[src/rtl/wb_host_bridge.sv]
// Wishbone B4 classic single-transfer initiator for the core data port.
// One transfer in flight; a bounded wait turns a silent slave into an error.
module wb_host_bridge #(
  parameter int unsigned TIMEOUT_CYCLES = 255
) (
  input  logic        clk_i,
  input  logic        rst_ni,
  input  logic        req_i,
  input  logic        we_i,
  input  logic [31:0] addr_i,
  input  logic [31:0] wdata_i,
  input  logic [3:0]  be_i,
  output logic        gnt_o,
  output logic        rvalid_o,
  output logic [31:0] rdata_o,
  output logic        err_o,
  output logic        wbm_cyc_o,
  output logic        wbm_stb_o,
  output logic        wbm_we_o,
  output logic [31:0] wbm_adr_o,
  output logic [31:0] wbm_dat_o,
  output logic [3:0]  wbm_sel_o,
  input  logic        wbm_ack_i,
  input  logic        wbm_err_i,
  input  logic [31:0] wbm_dat_i
);

  localparam int unsigned CW =
    (TIMEOUT_CYCLES == 0) ? 1 : $clog2(TIMEOUT_CYCLES + 1);
  localparam logic [CW-1:0] CNT_LAST = CW'(TIMEOUT_CYCLES - 1);
  localparam bit TO_EN = (TIMEOUT_CYCLES != 0);

  typedef enum logic [1:0] {
    IDLE,
    BUS,
    RESP
  } state_e;

  state_e state_q, state_d;

  logic          cyc_q, cyc_d;
  logic          we_q, we_d;
  logic [31:0]   adr_q, adr_d;
  logic [31:0]   dat_q, dat_d;
  logic [3:0]    sel_q, sel_d;
  logic          rvalid_q, rvalid_d;
  logic [31:0]   rdata_q, rdata_d;
  logic          err_q, err_d;
  logic [CW-1:0] cnt_q, cnt_d;

  logic bus_tmo;
  logic bus_done;

  // Compared before incrementing, so the counter never wraps.
  assign bus_tmo  = TO_EN && (cnt_q == CNT_LAST);
  assign bus_done = wbm_err_i | wbm_ack_i | bus_tmo;

  always_ff @(posedge clk_i or negedge rst_ni) begin
    if (!rst_ni) begin
      state_q <= IDLE;
    end else begin
      state_q <= state_d;
    end
  end

  always_comb begin
    state_d = state_q;
    unique case (state_q)
      IDLE:    if (req_i) state_d = BUS;
      BUS:     if (bus_done) state_d = RESP;
      RESP:    state_d = IDLE;
      default: state_d = IDLE;
    endcase
  end

  always_comb begin
    cyc_d    = cyc_q;
    we_d     = we_q;
    adr_d    = adr_q;
    dat_d    = dat_q;
    sel_d    = sel_q;
    rvalid_d = 1'b0;
    rdata_d  = rdata_q;
    err_d    = err_q;
    cnt_d    = cnt_q;
    unique case (state_q)
      IDLE: begin
        if (req_i) begin
          cyc_d = 1'b1;
          we_d  = we_i;
          adr_d = addr_i;
          dat_d = wdata_i;
          sel_d = be_i;
          cnt_d = '0;
        end
      end
      BUS: begin
        if (bus_done) begin
          cyc_d    = 1'b0;
          rvalid_d = 1'b1;
          // Slave error beats ack; a bare timeout is also an error.
          err_d    = wbm_err_i | (~wbm_ack_i & bus_tmo);
          rdata_d  = (wbm_ack_i & ~wbm_err_i & ~we_q) ? wbm_dat_i : '0;
        end else if (TO_EN) begin
          cnt_d = cnt_q + 1'b1;
        end
      end
      default: ;
    endcase
  end

  always_ff @(posedge clk_i or negedge rst_ni) begin
    if (!rst_ni) begin
      cyc_q    <= 1'b0;
      we_q     <= 1'b0;
      adr_q    <= '0;
      dat_q    <= '0;
      sel_q    <= '0;
      rvalid_q <= 1'b0;
      rdata_q  <= '0;
      err_q    <= 1'b0;
      cnt_q    <= '0;
    end else begin
      cyc_q    <= cyc_d;
      we_q     <= we_d;
      adr_q    <= adr_d;
      dat_q    <= dat_d;
      sel_q    <= sel_d;
      rvalid_q <= rvalid_d;
      rdata_q  <= rdata_d;
      err_q    <= err_d;
      cnt_q    <= cnt_d;
    end
  end

  assign gnt_o     = (state_q == IDLE);
  assign rvalid_o  = rvalid_q;
  assign rdata_o   = rdata_q;
  assign err_o     = err_q;
  assign wbm_cyc_o = cyc_q;
  assign wbm_stb_o = cyc_q;
  assign wbm_we_o  = we_q;
  assign wbm_adr_o = adr_q;
  assign wbm_dat_o = dat_q;
  assign wbm_sel_o = sel_q;

endmodule

[config.mk]
export PLATFORM = sky130hd
export DESIGN_NAME = wb_host_bridge
export DESIGN_NICKNAME = d
export VERILOG_FILES = /design/src/rtl/wb_host_bridge.sv
export SDC_FILE = /design/constraint.sdc
export NUM_CORES = 1
export LEC_CHECK = 0
export CORE_ASPECT_RATIO = 0.7
export CORE_MARGIN = 3
export CORE_UTILIZATION = 37
export DETAILED_ROUTE_END_ITERATION = 8
export PLACE_DENSITY = 0.69
export REMOVE_ABC_BUFFERS = 1
export SLEW_MARGIN = 20
export SYNTH_ARGS = -nofsm -noshare
export SYNTH_HDL_FRONTEND = slang
export SYNTH_SLANG_ARGS = --single-unit
[constraint.sdc]
create_clock -name clk_i -period 1.8 [get_ports clk_i]
set_input_delay 0.27 -clock clk_i [delete_from_list [all_inputs] [get_ports clk_i]]
set_output_delay 0.27 -clock clk_i [all_outputs]
set_load 0.03 [all_outputs]
Yosys cells after proc, flatten, opt, wreduce, memory -nomap -nowiden
Cells that the tools add are included.
{"block": "word_totals", "register_bits": 114, "out_inout_bits": 106, "elab_cells": 44, "input_bits": 106}
{"block": "classes", "eq_ne": 5, "n_addsub": 1, "bitwise": 9, "n_mux": 12, "n_reduce_logical": 7}
{"cell": "32-bit two-way mux", "count": 1}
{"cell": "8-bit two-way mux", "count": 2}
{"cell": "8-bit one-hot mux with 2 select lines", "count": 1}
{"cell": "8-bit by 1-bit adder with 8-bit output (second input constant)", "count": 1}
{"cell": "8-bit equality test (second input constant)", "count": 1}
{"cell": "2-bit != test (second input constant)", "count": 3}
{"cell": "2-bit AND reduction", "count": 3}
{"cell": "3-bit AND reduction", "count": 2}
{"cell": "1-bit two-way mux", "count": 4}
{"cell": "2-bit two-way mux", "count": 2}
{"cell": "2-bit one-hot mux with 2 select lines", "count": 1}
{"cell": "1-bit AND", "count": 3}
{"cell": "1-bit NOT", "count": 3}
{"cell": "1-bit OR", "count": 3}
{"cell": "2-bit by 1-bit equality test with 1-bit output (second input constant)", "count": 1}
{"cell": "2-bit logical NOT", "count": 1}
{"cell": "1-bit one-hot mux with 2 select lines", "count": 1}
{"cell": "2-bit nonzero test", "count": 1}

Logic depth before layout (Yosys ltp)
Gate-level depths: netlist of the first run.
{"block": "depth", "depth_word": 4, "ltp_mapped": 8, "ltp_nobuf": 7}

Worst setup path after synthesis of the first run
No wires, ideal clock.
{"block": "synth_timing", "path_kind": "reg2reg", "from": "register state_q[0]", "to": "register cnt_q[2]", "path_buffers": 1, "setup_ns": 0.126, "required_time_ns": 1.674, "stages_incl_launch_ff": 6, "arrival_time_ns": 1.559, "path_slack_ns": 0.115, "path_cell_list": "dfrtp_1 > nor2_1 > and2_1 > buf_2 > nor2_4 > a221o_1"}
{"block": "synth_via", "elab_chain_len": 3, "word_cells_on_any_way": 7}
{"item": "from (decl)", "line_no": "39", "text": "state_e state_q, state_d;"}
{"item": "from (signal assigned)", "line_no": "62", "text": "state_q <= state_d;"}
{"item": "2-bit logical NOT (*)"}
{"item": "named net gnt_o", "line_no": "13", "text": "output logic gnt_o,"}
{"item": "2-bit != test (no source line) / 2-bit nonzero test (equally long branches)"}
{"item": "3-bit AND reduction (no source line)"}
{"item": "to (signal assigned)", "line_no": "132", "text": "cnt_q <= cnt_d;"}
{"item": "to (decl)", "line_no": "49", "text": "logic [CW-1:0] cnt_q, cnt_d;"}
The timed path passes the listed nets; every way through them passes the cells marked *.
A chain may end at the register's enable or synchronous reset.

Worst setup path after layout of the first run
{"block": "layout_timing", "from": "register dat_q[2] (netlist: wbm_dat_o[2])", "to": "output port wbm_dat_o[2]"}
{"item": "from (decl)", "line_no": "44", "text": "logic [31:0] dat_q, dat_d;"}
{"item": "from (signal assigned)", "line_no": "127", "text": "dat_q <= dat_d;"}
{"item": "to (decl)", "line_no": "21", "text": "output logic [31:0] wbm_dat_o,"}
No word-level cell between the ends.

==> results of run 1 <==
## routing by layer
layer,wire length [um],up-vias,global-route usage,share of wire
met5,0,-,0,0
met4,209,0,0.07520,0.016
met3,1047,17,0.07381,0.079
met2,6185,136,0.3081,0.47
met1,5857,1982,0.2322,0.44
li1,-,1986,-,-
## state kept, by name, summed over array words and instances, names as in the netlist
name,count
wbm_we_o,1
state_q,2
rdata_o,32
wbm_cyc_o,1
cnt_q,8
wbm_adr_o,32
rvalid_o,1
wbm_sel_o,4
err_o,1
wbm_dat_o,32
## cell type report
cell class                 count  area share
multi-input combinational    320      0.2048
inverter                      37     0.01786
sequential                   114      0.3668
tap                          157     0.02526
timing repair buffer         229      0.3061
clock inverter                12     0.02349
clock buffer                  19     0.05566
## logic make-up (layout without fill, tap and decap cells)
family	Yosys count	count (layout)	synth area share
fa+ha+maj	2	2	0.005307
mux	32	32	0.06794
buf+inv	62	297	0.06210
flops	114	114	0.6051
compound gates	21	21	0.03477
simple gates	265	265	0.2248
## metrics by stage
| step | worst slack (ns) | cells |
|---|---|---|
| global placement | 0.02960 | 853 |
| finish | 0.05714 | 888 |
| detailed placement | -0.005566 | 853 |
| global route | 0.003544 | 888 |
| floorplan | -1.683 | 471 |
| CTS | 0.03392 | 885 |
## cells in the final DEF, fill, tap and decap left out, types with 2 or more instances in the layout
cell,n
a21oi_1,2
a221o_1,2
a31oi_1,3
buf_12,8
buf_4,8
bufinv_16,4
clkbuf_1,2
clkbuf_16,19
clkdlybuf4s50_1,208
clkinv_4,2
clkinvlp_4,3
dfrtp_1,114
ha_1,2
inv_1,34
inv_2,3
inv_6,2
mux2i_1,32
nand2_1,242
nand3_1,6
nor2_1,5
nor2_4,2
nor2b_1,2
o21ai_0,5
## power groups by stage
| stage | Sequential, mW | Combinational [mW] | Clock, mW |
|---|---|---|---|
| final | 3.78 | 4.84 | 3.50 |
| after global routing | 3.88 | 5.16 | 3.72 |
| after floorplan | 5.29 | 1.01 | 0 |
| after CTS | 3.78 | 4.83 | 3.59 |
| after detailed placement | 3.80 | 4.82 | 0 |
| after global placement | 3.77 | 4.76 | 0 |
## path summary, 6_finish.rpt
| check | startpoint | to | cells after the start |
|---|---|---|---|
| worst max-delay path | wbm_dat_o[2]$_DFFE_PN0P_ | wbm_dat_o[2] | 1 |
| worst min-delay path | rst_ni | rdata_o[4]$_DFFE_PN0P_ | 2 |
| worst max register to register | cnt_q[0]$_DFFE_PN0P_ | rdata_o[28]$_DFFE_PN0P_ | 8 |
| worst min register to register | wbm_adr_o[16]$_DFFE_PN0P_ | wbm_adr_o[16]$_DFFE_PN0P_ | 2 |
| max in group asynchronous | rst_ni | rdata_o[3]$_DFFE_PN0P_ | 3 |
| min in group clk_i | addr_i[24] | wbm_adr_o[24]$_DFFE_PN0P_ | 3 |
## what timing repair did
action | 4_1_cts | 5_1_grt
buffers inserted | 0 | 1
hold buffers | 1 | 0
gates resized for setup | 2 | 2
setup endpoints to repair | 2 | 3
gates cloned | 0 | 2
pin swaps | 0 | 1
endpoints found under the hold margin | 26 | 0
==> run metrics, run 1 <==
status=completed; synthesized flop and latch total=114; worst path cell trace=clkdlybuf4s50_1; htree depth=4; Tcrit/Tclk final=0.9683; Mean Syn Cell Area=9.505 um2; DR WL/cell=14.98 um; Pre-antenna DRT Iters=4; Crit-path slowest cell=clkdlybuf4s50_1; CTS Root Cell=clkbuf_16; Clk Latency, worst-skew pair=0.40 ns; # rows=33; leakage power=3.768 nW; vias per cell=4.641; Hold Fails Final Rpt=0; FF+latch area=2853 um2; CTS tree=built; Max-Cap Viols=0; Initial Utilization=0.3910; global-route wire length before repair=21390 um; max-slew violation count=0; count leader, synth=nand2_1; Slew HR=0.7077; Hold Worst Slack=0.3445 ns; Final Power=12.12 mW; Final Util=0.6451; detailed router's first-iteration violation count=218; Clk pwr share=0.289; Largest delay share family, worst path=buffers and inverters; Post-route DRC=0; Netlist Area Pre-Place=4715 um2; GPL Wtd Cong=0.8368; Critical Path Fanout Max=2; setup_tns=0 ns; # diodes=0; clock skew=0.01130 ns; synthesized instance count=496; die span in x=140.9 um; CTS Buf Count=17; RSZ-0062 raised after global routing=false; top-level port count=212; total number of vias=4121; layout cells sized above 1=0.08208; Int Pwr=7.677 mW; number of synthesized flops with an enable pin=0; clk buf depth=2; GRT overflow=0; port buffer count=211; CP Buf/Inv Count=1; sequential share of power=0.312; Synth top area share=0.6051; Req. time, crit path=1.53 ns; Sw Share=0.3665; die area=14150 um2; startpoint types=flip-flop; TritonCTS Sinks=114; drt total wl=13300 um; Yosys cell types=34; nature of the critical path endpoint=output pin; reg2reg setup slack=0.12 ns; Tot GR Track Use=0.1907; fmax=573.8 MHz; fin area=7777 um2; final setup vio count=0; Die Ht=100.4 um; Core ar.=12060 um2; Worst-Margin Slew=0.4384 ns; pin count of the biggest net entering global routing=48; Detail Placement HPWL=9496 um; largest stage delay on the critical path=0.70 ns; Worst EP arrival=1.47 ns; Yosys Warn Count=0; post-synthesis sequential area ratio=0.6051; Antenna Nets Post-Route=0; worst setup path class=reg -> out; DP Area=7078 um2; Fillers=958; Syn-to-layout area delta=64.97%; vias in the first global route=4291; Worst-path clk slew=0.06 ns; area occupied by multi-input gates=1593 um2; combinational share of power=0.400; cell taking the most area after synthesis=dfrtp_1; ys flop type=dfrtp_1; worst min-delay path class=in -> async; PD cells=1558 nW/um2; Net Switching=4.442 mW; Commonest cells post-synth=nand2_1, dfrtp_1, inv_1; Post-synth ARST share=1.000; initial antenna violation count=0; Max VDD drop=0.0008405 V; clock period minus worst slack=1.743 ns; synth top area cells=dfrtp_1, nand2_1, mux2i_1; fin nets=827
Note: power is estimated with default switching activity, not from simulation.
==> run 2: changes to the inputs <==
CORE_UTILIZATION = 42   (was 37)
PLACE_DENSITY = 0.78   (was 0.69)
==> run 2 against run 1 <==
  * Die area is 11% lower
  * Cell count shrank 1.1%
  * Clock power shrank 5%
  * Final area down 0.97%
  * Clock skew hardly changed
  * Combinational power barely moved
  * Setup slack improved by 0.0078 ns
  * Largest cell class unchanged
  * Largest power group unchanged
  * Highest routed layer unchanged
==> run metrics, run 2 (synthesized netlist as in run 1, its figures left out) <==
status=completed; CP Buf/Inv Count=1 (unchanged); Req. time, crit path=1.53 ns (about the same); htree depth=4 (unchanged); Worst EP arrival=1.47 ns (about the same); Largest delay share family, worst path=buffers and inverters; Fillers=819 (-15%); reg2reg setup slack=0.11 ns (about the same); commonest cells after routing, fill and taps aside=nand2_1, clkdlybuf4s50_1, dfrtp_1; largest stage delay on the critical path=0.72 ns (+0.02 ns); leakage power=3.775 nW (+0.17%); CTS tree=built; fmax=576.4 MHz (+0.45%); # diodes=0 (unchanged); initial antenna violation count=0 (unchanged); fin nets=826 (-0.12%); Max-Cap Viols=0 (unchanged); Reg2Reg Capture Point=rdata_o[19]$_DFFE_PN0P_; startpoint types=flip-flop; clock period minus worst slack=1.735 ns (-0.007820 ns); DR WL/cell=15.12 um (+0.96%); Syn-to-layout area delta=63.38%; Placed Cells=843 (-1.2%); setup_tns=0 ns (unchanged); clk buf depth=2 (unchanged); total number of vias=4116 (-0.12%); Slew HR=0.7551 (+0.04736); Hold Fails Final Rpt=0 (unchanged); pre-CTS WS=-0.07151 ns (-0.06594 ns); Post-route DRC=0 (unchanged); GRT overflow=0 (unchanged); Max VDD drop=0.0009238 V (+9.9%); PD cells=1552 nW/um2 (-0.40%); RSZ-0062 raised after global routing=false; worst path cell trace=clkdlybuf4s50_1; layout cells sized above 1=0.08082 (-0.001257); worst r2r src=cnt_q[0]$_DFFE_PN0P_; fin area=7702 um2 (-0.97%); Worst-Margin Slew=0.3662 ns (-0.07218 ns); Final Power=11.95 mW (-1.4%); Crit. path cell count=1 (unchanged); TritonCTS Sinks=114 (unchanged); GPL Wtd Cong=0.8733 (+4.4%); max-slew violation count=0 (unchanged); worst setup path class=reg -> out; Crit-path slowest cell=clkdlybuf4s50_1; Core ar.=10630 um2 (-12%); nature of the critical path endpoint=output pin; port buffer count=211 (unchanged); DP Area=7047 um2 (-0.44%); drt total wl=13280 um (-0.17%); final setup margin=0.06496 ns (+0.007820 ns); reg2reg path depth=8 (unchanged); Crit. Startpoint=rdata_o[1]$_DFFE_PN0P_; die span in x=132.6 um (-5.9%); global-route wire length before repair=21450 um (+0.29%); Pre-antenna DRT Iters=4 (unchanged); die area=12550 um2 (-11%); Hold Worst Slack=0.3275 ns (-0.01702 ns); Clk Latency, worst-skew pair=0.40 ns (about the same); CTS Root Cell=clkbuf_16; Critical Path Fanout Max=2 (unchanged); vias per cell=4.688 (+1.0%); Antenna Nets Post-Route=0 (unchanged); final setup vio count=0 (unchanged); CTS Buf Count=17 (unchanged); # rows=31 (-6.1%); Initial Utilization=0.4436 (+0.05257); Worst Setup EP=rdata_o[1]; Tcrit/Tclk final=0.9639 (-0.004345); Worst-path clk slew=0.06 ns (about the same); top-level port count=212 (unchanged); most common cell after layout, fill and taps aside=nand2_1; Tot GR Track Use=0.2146 (+0.02392); worst min-delay path class=in -> async; Detail Placement HPWL=9429 um (-0.70%); detailed router's first-iteration violation count=197 (-9.6%); clock skew=0.01107 ns (-0.0002279 ns); Die Ht=94.64 um (-5.8%); Final Util=0.7247 (+0.07967); pin count of the biggest net entering global routing=54 (+13%); Layout Cells excl Fill=878 (-1.1%); vias in the first global route=4317 (+0.61%)
[run 2: changes by cell type in the layout (fill, tap and decap cells not counted), moves of 2 or more]
cell / delta
buf_12: -2
buf_4: +2
clkbuf_8: +2
clkdlybuf4s50_1: -2
clkinv_2: +3
dlymetal6s2s_1: +3
inv_6: -2
[run 2: metal layers]
layer  up-vias  wire, um  global-route usage
met3        10       883             0.08520
met1      1999      5658              0.2579
met2       127      6620              0.3638
met4         0       112             0.05882
met5         -         0                   0
li1       1980         -                   -
[run 2: final cells by class]
cell class	instances	area (um2)	share of cell area
Sequential cell	114	2853	0.3704
Clock inverter	10	133.9	0.01738
Tap cell	148	185.2	0.02404
Timing Repair Buffer	228	2338	0.3036
Inverter	37	138.9	0.01803
Clock buffer	21	460.4	0.05978
Multi-Input combinational cell	320	1593	0.2068
[run 2: worst min-delay path by stage]
| stage | start | end | slack [ns] |
|---|---|---|---|
| CTS | rst_ni | state_q[1]$_DFFE_PN0P_ | 0.33 |
| global route | rst_ni | state_q[1]$_DFFE_PN0P_ | 0.35 |
| floorplan | rst_ni | cnt_q[0]$_DFFE_PN0P_ | -0.03 |
| finish | rst_ni | state_q[1]$_DFFE_PN0P_ | 0.33 |
| detailed placement | rst_ni | state_q[1]$_DFFE_PN0P_ | 0.21 |
| global placement | rst_ni | state_q[1]$_DFFE_PN0P_ | 0.20 |
[run 2: repair_timing]
item / 4_1_cts / 5_1_grt
gates cloned: 0 / 1
hold buffers: 1 / 0
endpoints found under the setup margin: 1 / 6
setup buffers: 0 / 2
endpoints found under the hold margin: 24 / 0
gates resized for setup: 1 / 4
pin swaps: 0 / 1
[run 2: power breakdown]
group	total [mW]	switching (mW)	internal, mW
Clock	3.34	1.11	2.23
Sequential	3.77	0.437	3.33
Combinational	4.84	2.83	2.01
Total	12.0	4.38	7.57
